## src/rtl/uart_pkg.sv

```systemverilog
// Definitions shared by the uart_tx / uart_rx pair: frame geometry defaults,
// the frame FSM encoding and the even-parity helper.
package uart_pkg;

    localparam int DEF_DATA_BITS  = 7;
    localparam int DEF_OVERSAMPLE = 16;

    // Widest payload the parity helper accepts; narrower words are zero-extended.
    localparam int PARITY_W = 16;

    typedef enum logic [2:0] {
        ST_IDLE,
        ST_START,
        ST_DATA,
        ST_PARITY,
        ST_STOP
    } uart_state_e;

    function automatic logic calc_parity(input logic [PARITY_W-1:0] data);
        return ^data;
    endfunction

endpackage

```

## src/rtl/uart_bit_timer.sv

```systemverilog
// Oversample tick counter: counts clk_en pulses while run is high and flags
// bit_end on the last tick of each serial bit period.
module uart_bit_timer
    import uart_pkg::*;
#(
    parameter int OVERSAMPLE = DEF_OVERSAMPLE
) (
    input  logic clk,
    input  logic rst,
    input  logic clk_en,
    input  logic run,
    output logic bit_end
);

    localparam int CNT_W = (OVERSAMPLE > 1) ? $clog2(OVERSAMPLE) : 1;

    logic [CNT_W-1:0] cnt_q;
    logic [CNT_W-1:0] cnt_d;

    assign bit_end = run && clk_en && (cnt_q == CNT_W'(OVERSAMPLE - 1));

    // Held at zero while idle so every new frame starts a full bit period.
    always_comb begin
        cnt_d = cnt_q;
        if (!run) begin
            cnt_d = '0;
        end else if (clk_en) begin
            cnt_d = bit_end ? '0 : cnt_q + 1'b1;
        end
    end

    always_ff @(posedge clk or negedge rst) begin
        if (!rst) begin
            cnt_q <= '0;
        end else begin
            cnt_q <= cnt_d;
        end
    end

endmodule

```

## src/rtl/uart_tx.sv

```systemverilog
// UART transmitter: start, DATA_BITS LSB-first, even parity, stop; registered tx.
// Optional one-deep holding register enabled by defining UART_TX_HOLD_EN.
module uart_tx
    import uart_pkg::*;
#(
    parameter int DATA_BITS  = DEF_DATA_BITS,
    parameter int OVERSAMPLE = DEF_OVERSAMPLE
) (
    input  logic                 clk,
    input  logic                 rst,
    input  logic                 tx_clk_en,
    input  logic                 tx_start,
    input  logic [DATA_BITS-1:0] tx_data,
    output logic                 tx,
    output logic                 busy,
    output logic                 done,
    output logic                 parity_out
);

    localparam int BIT_W = (DATA_BITS > 1) ? $clog2(DATA_BITS) : 1;

    uart_state_e          state_q, state_d;
    logic [DATA_BITS-1:0] shift_q, shift_d;
    logic [BIT_W-1:0]     bit_cnt_q, bit_cnt_d;
    logic                 parity_q, parity_d;
    logic                 tx_q, tx_d;
    logic                 busy_q, busy_d;
    logic                 done_q, done_d;
    logic                 load;
    logic [DATA_BITS-1:0] load_data;
    logic                 bit_end;
    logic                 timer_run;
`ifdef UART_TX_HOLD_EN
    logic [DATA_BITS-1:0] hold_q, hold_d;
    logic                 hold_full_q, hold_full_d;
`endif

    assign timer_run = (state_q != ST_IDLE);

    uart_bit_timer #(
        .OVERSAMPLE(OVERSAMPLE)
    ) u_bit_timer (
        .clk    (clk),
        .rst    (rst),
        .clk_en (tx_clk_en),
        .run    (timer_run),
        .bit_end(bit_end)
    );

    always_ff @(posedge clk or negedge rst) begin
        if (!rst) begin
            state_q   <= ST_IDLE;
            shift_q   <= '0;
            bit_cnt_q <= '0;
            parity_q  <= 1'b0;
            tx_q      <= 1'b1;
            busy_q    <= 1'b0;
            done_q    <= 1'b0;
`ifdef UART_TX_HOLD_EN
            hold_q      <= '0;
            hold_full_q <= 1'b0;
`endif
        end else begin
            state_q   <= state_d;
            shift_q   <= shift_d;
            bit_cnt_q <= bit_cnt_d;
            parity_q  <= parity_d;
            tx_q      <= tx_d;
            busy_q    <= busy_d;
            done_q    <= done_d;
`ifdef UART_TX_HOLD_EN
            hold_q      <= hold_d;
            hold_full_q <= hold_full_d;
`endif
        end
    end

    always_comb begin
        state_d   = state_q;
        shift_d   = shift_q;
        bit_cnt_d = bit_cnt_q;
        parity_d  = parity_q;
        load      = 1'b0;
        load_data = tx_data;
`ifdef UART_TX_HOLD_EN
        hold_d      = hold_q;
        hold_full_d = hold_full_q;
`endif
        case (state_q)
            ST_IDLE: begin
                if (tx_start) begin
                    load = 1'b1;
                end
            end
            ST_START: begin
                if (bit_end) begin
                    state_d = ST_DATA;
                end
            end
            ST_DATA: begin
                if (bit_end) begin
                    shift_d   = shift_q >> 1;
                    bit_cnt_d = bit_cnt_q + 1'b1;
                    if (bit_cnt_q == BIT_W'(DATA_BITS - 1)) begin
                        state_d   = ST_PARITY;
                        bit_cnt_d = '0;
                    end
                end
            end
            ST_PARITY: begin
                if (bit_end) begin
                    state_d = ST_STOP;
                end
            end
            ST_STOP: begin
                if (bit_end) begin
`ifdef UART_TX_HOLD_EN
                    if (hold_full_q) begin
                        load        = 1'b1;
                        load_data   = hold_q;
                        hold_full_d = 1'b0;
                    end else begin
                        state_d = ST_IDLE;
                    end
`else
                    state_d = ST_IDLE;
`endif
                end
            end
            default: begin
                state_d = ST_IDLE;
            end
        endcase
`ifdef UART_TX_HOLD_EN
        // A request on the closing stop edge is dropped, matching the non-hold build.
        if (tx_start && (state_q != ST_IDLE) && !hold_full_q && !((state_q == ST_STOP) && bit_end)) begin
            hold_d      = tx_data;
            hold_full_d = 1'b1;
        end
`endif
        if (load) begin
            state_d   = ST_START;
            shift_d   = load_data;
            bit_cnt_d = '0;
            parity_d  = calc_parity(PARITY_W'(load_data));
        end
    end

    // Outputs are computed from the next state so the registered line changes on the same edge.
    always_comb begin
        tx_d   = 1'b1;
        busy_d = (state_d != ST_IDLE);
        done_d = (state_q == ST_STOP) && bit_end;
        case (state_d)
            ST_START:  tx_d = 1'b0;
            ST_DATA:   tx_d = shift_d[0];
            ST_PARITY: tx_d = parity_d;
            default:   tx_d = 1'b1;
        endcase
    end

    assign tx         = tx_q;
    assign busy       = busy_q;
    assign done       = done_q;
    assign parity_out = parity_q;

endmodule
```

## config.mk

```make
export PLATFORM = sky130hd
export DESIGN_NAME = uart_tx
export DESIGN_NICKNAME = d
export VERILOG_FILES = /design/src/rtl/uart_pkg.sv /design/src/rtl/uart_bit_timer.sv /design/src/rtl/uart_tx.sv
export SDC_FILE = /design/constraint.sdc
export NUM_CORES = 1
export LEC_CHECK = 0
export CAP_MARGIN = 5
export CORE_MARGIN = 2
export CORE_UTILIZATION = 55
export DETAILED_ROUTE_END_ITERATION = 7
export GPL_TIMING_DRIVEN = 0
export PLACE_DENSITY = 0.87
export SETUP_SLACK_MARGIN = 0.1
export SYNTH_ARGS = -nofsm -noshare
export SYNTH_HDL_FRONTEND = slang
export SYNTH_SLANG_ARGS = --single-unit
export TNS_END_PERCENT = 5
```

## constraint.sdc

```tcl
create_clock -name clk -period 2.55 [get_ports clk]
set_input_delay 0.51 -clock clk [delete_from_list [all_inputs] [get_ports clk]]
set_output_delay 0.51 -clock clk [all_outputs]
set_load 0.02 [all_outputs]
```

# == Yosys cells after proc, flatten, opt, wreduce, memory -nomap -nowiden ==
# Cells that the tools add are included.
# word_totals
ff_bits,21
output_inout_bits,4
in_bits,11
wordCells,52
# op_classes
n_reduce_logical,10
addsub,2
muxes,21
eq_ne,10
# op_table
operator,count
2-to-1 mux 3 bit,10
2-to-1 mux 7 bit,3
XOR reduction 16 bit,1
case mux 3 bit (5 select lines),1
equality test 3 x 2 -> 1 bit (second input constant),4
2-to-1 mux 4 bit,3
equality test 3 x 1 -> 1 bit (second input constant),2
equality test 3 bit (second input constant),2
nonzero test 3 bit,2
adder 4 x 1 -> 4 bit (second input constant),1
equality test 4 bit (second input constant),1
nonzero test 2 bit,2
adder 3 x 1 -> 3 bit (second input constant),1
logical AND 1 bit,3
logical NOT 3 bit,1
2-to-1 mux 1 bit,3
case mux 1 bit (3 select lines),1
!= test 2 bit (second input constant),1
AND reduction 2 bit,1

# == Longest topological paths before layout ==
# logic_depth
word_depth,8
mapped_depth,7
mapped_depth_nobuf,6

# == Hierarchy ==
# From an unflattened synthesis, not the netlist that was laid out.
# hier_totals
cells_unflattened,109
hier_area_um2,1079.8
# modules_own_cells
mod,cells_per_inst,area_per_inst_um2,instances
uart_tx,87,863.3,1
uart_bit_timer,22,216.5,1

# == Least setup slack after synthesis ==
# No wires, ideal clock.
# synth_timing
path_type,input to register
start,input port tx_clk_en
end,register shift_q[4]
slack_ns,0.855
path_stages,6
setup_ns,0.139
arrival_ns,1.556
path_cell_list,buf_2 -> nand4_1 -> nor3_2 -> buf_2 -> mux2i_1 -> o21ai_0
# synth_between
elab_chain_len,4
# synth_rtl
item,line_no,source
start: declaration,uart_tx.sv:11,"input logic tx_clk_en,"
logical AND 1 bit (2 in series),uart_bit_timer.sv:20,assign bit_end = run && clk_en && (cnt_q == CNT_W'(OVERSAMPLE - 1));
nonzero test 2 bit (no line),n/a,
AND reduction 2 bit (no line),n/a,
end signal: assignment,uart_tx.sv:65,shift_q <= shift_d;
end: declaration,uart_tx.sv:23,"logic [DATA_BITS-1:0] shift_q, shift_d;"
# No other way between the ends.
# A chain may end at the register's enable or synchronous reset.

# == Final worst setup path ==
# layout_timing
start,"register tx_q, in the netlist tx"
end,output port tx
# layout_rtl
item,line_no,source
start: declaration,uart_tx.sv:26,"logic tx_q, tx_d;"
start signal: assignment,uart_tx.sv:68,tx_q <= tx_d;
end: declaration,uart_tx.sv:14,"output logic tx,"
# No word-level cell between the ends.

==> out/metrics.csv <==
metric,value,unit
HPWL after DPL,1420,um
clock root buffer master,clkbuf_4,
Via density,5.41,
Placement Rows,15,
Worst slew margin,38.6,%
largest net degree at the start of global routing,22,
Final nets,136,
Max Clock Freq,517,MHz
Crit path arrival time,1.42,ns
worst stage delay on the critical path,0.59,ns
worst path cell trace,clkdlybuf4s50_1,
critical path class,reg2out,
Mapped Area,0.00107,mm2
Adder-Cell Fraction of Synth Area,1.17,%
WP buf/inv,1,
Mapped Cells,106,
Die Wd,48.2,um
placer congestion estimate,0.757,
CTS tree,yes,
clock transition at the registers of the reported paths,0.11,ns
MaxCap Viol Count,0,
antenna violations before repair,0,
crit-path max FO,1,
Ports,15,
Clock Sinks,21,
H-tree depth,1,
Least-Margin Pin Slew,0.919,ns
Post-CTS Setup Repair Bufs,0,
Synth cell types,33,
cell leakage power,0.503,nW
vias,800,
RSZ-0062 raised after global routing,no,
most frequent cells in the layout,"20 x dfrtp_1, 14 x nand2_1, 13 x clkdlybuf4s50_1",
"most common cell after layout, fill and taps aside",dfrtp_1,
CTS buffer count,3,
dpl cells,144,
Starting Density,60.2,%
Synth Area in Compound Gates,11.8,%
final count of hold timing violations,0,
"CP delay by family, top",buffers and inverters,
#FFs+latches synth,21,
vias in the first global route,721,
Final Critical Period,1.93,ns
largest family of logic cells by synthesized area,simple AND/OR/NAND/NOR gates,
worst hold path class,in2reg,
setup violators final,0,
Final Slew Violations,0,
synth warn,0,
initial DRC count,16,
post-synthesis mux area share,8.51,%
Clock Skew,0.00542,ns
Reg2Reg Setup Slack,0.64,ns
share of async-settable or async-resettable flops after synthesis,100,%
Core ar.,0.00178,mm2
"Seq/Total Area, Yosys",49.1,%
port bufs,13,
Syn Area/Cell,10.1,um2
Final period util,75.8,%
CP required,2.04,ns
grt total ovfl,0,
area grow syn2layout,17.5,%
worst-case clock buffer depth,2,
Synthesized Nets,118,
die area,0.00232,mm2
Crit. End Element,output pin,
CP startpoint kind,register,
outcome,completed,
first-pass GRT wire length,3160,um
Synth Flop Type,dfrtp_1,
post_cts resized,0,
layout cells sized above 1,9.76,%
Clock Latency Late Sink,0.30,ns
Synth Area in XOR/XNOR,6.53,%
number of routed nets with antenna violations,0,
Power Density,843,mW/mm2
drt total wl,1960,um
slowest CP cell,clkdlybuf4s50_1,
diode count,0,
simple-gate share of the synthesized area,18.8,%
Hold Buf Count CTS,0,
final non-filler cell total,148,
# fillers,131,
Global Route Usage Sum,19.7,%
total negative slack,0,ns
DRC errors left,0,
WL per Instance,13.2,um
Post-synth EDFFs,0,
Die Span Y,48.2,um
VDD IR max,0.688,mV
router iterations before antenna repair,5,
==> registers in the layout (all words and copies together), names as in the netlist <==
signal and flops:
state_q 3, u_bit_timer.cnt_q 4, bit_cnt_q 3, busy 1
done 1, tx 1, shift_q 7, parity_out 1
==> through the flow <==
step | hold slack [ns] | utilization, % | area [um2] | total power [mW] | setup WS [ns]
2_1_floorplan | 0.214 | - | 1070 | 0.786 | 0.855
3_3_place_gp | 0.519 | 69.3 | 1230 | 0.879 | 0.341
3_5_place_dp | 0.528 | 69.3 | 1230 | 0.908 | 0.321
6_report | 0.555 | 70.7 | 1260 | 1.06 | 0.617
5_1_grt | 0.571 | 70.7 | 1260 | 1.15 | 0.479
4_1_cts | 0.554 | 70.7 | 1260 | 1.07 | 0.615
==> final timing paths <==
| path | startpoint | to | depth (start not counted) |
|---|---|---|---|
| setup / recovery | tx$_DFF_PN1_ | tx | 1 |
| hold / removal | tx_clk_en | u_bit_timer.cnt_q[0]$_DFFE_PN0P_ | 3 |
| setup reg to reg | u_bit_timer.cnt_q[0]$_DFFE_PN0P_ | shift_q[4]$_DFFE_PN0P_ | 6 |
| hold reg to reg | parity_out$_DFF_PN0_ | parity_out$_DFF_PN0_ | 1 |
| max in group asynchronous | rst | u_bit_timer.cnt_q[0]$_DFFE_PN0P_ | 1 |
| min in group asynchronous | rst | bit_cnt_q[0]$_DFFE_PN0P_ | 1 |
==> layout make-up <==
type / count / area [um2] / area share, %
sequential: 21 / 527 / 41.8
inverter: 2 / 7.51 / 0.595
clock buffer: 4 / 26.3 / 2.08
buffer: 6 / 37.5 / 2.98
multi-input combinational: 77 / 502 / 39.8
timing repair buffer: 13 / 130 / 10.3
tap: 25 / 31.3 / 2.48
==> kinds of logic (layout without fill, tap and decap cells) <==
| logic type | Yosys count | in the layout |
|---|---|---|
| buffers and inverters | 8 | 25 |
| XOR/XNOR | 8 | 8 |
| adder cells (fa/ha/maj) | 1 | 1 |
| flip-flops | 21 | 21 |
| multiplexers | 9 | 9 |
| AO/OA/AOI/OAI | 22 | 22 |
| AND/OR/NAND/NOR | 37 | 37 |
==> per-layer routing <==
layer	routed length [um]	up-vias	GRT usage, %
met2	936	11	31.8
met1	952	382	26.7
li1	-	403	-
met4	19	0	6.49
met5	0	-	0
met3	47	4	3.33
==> cell usage after synthesis, drive strengths merged, types with 3 or more instances <==
| cell | n | area, um2 |
|---|---|---|
| xnor2 | 4 | 35.0 |
| buf | 5 | 33.8 |
| mux2i | 8 | 80.1 |
| nand2b | 3 | 18.8 |
| xor2 | 4 | 35.0 |
| a21oi | 6 | 30.0 |
| o21ai | 10 | 50.0 |
| nor2 | 8 | 30.0 |
| nand2 | 14 | 52.6 |
| nor3 | 3 | 20.0 |
| dfrtp | 20 | 500 |
==> where the power goes <==
group / leakage [nW] / internal (mW) / switching, mW / total, mW
logic: 0.228 / 0.173 / 0.203 / 0.376
clock network: 0.0150 / 0.0608 / 0.0980 / 0.159
registers: 0.259 / 0.449 / 0.0799 / 0.529
total: 0.503 / 0.683 / 0.381 / 1.06
No activity file was read; power rests on OpenSTA's default activity.
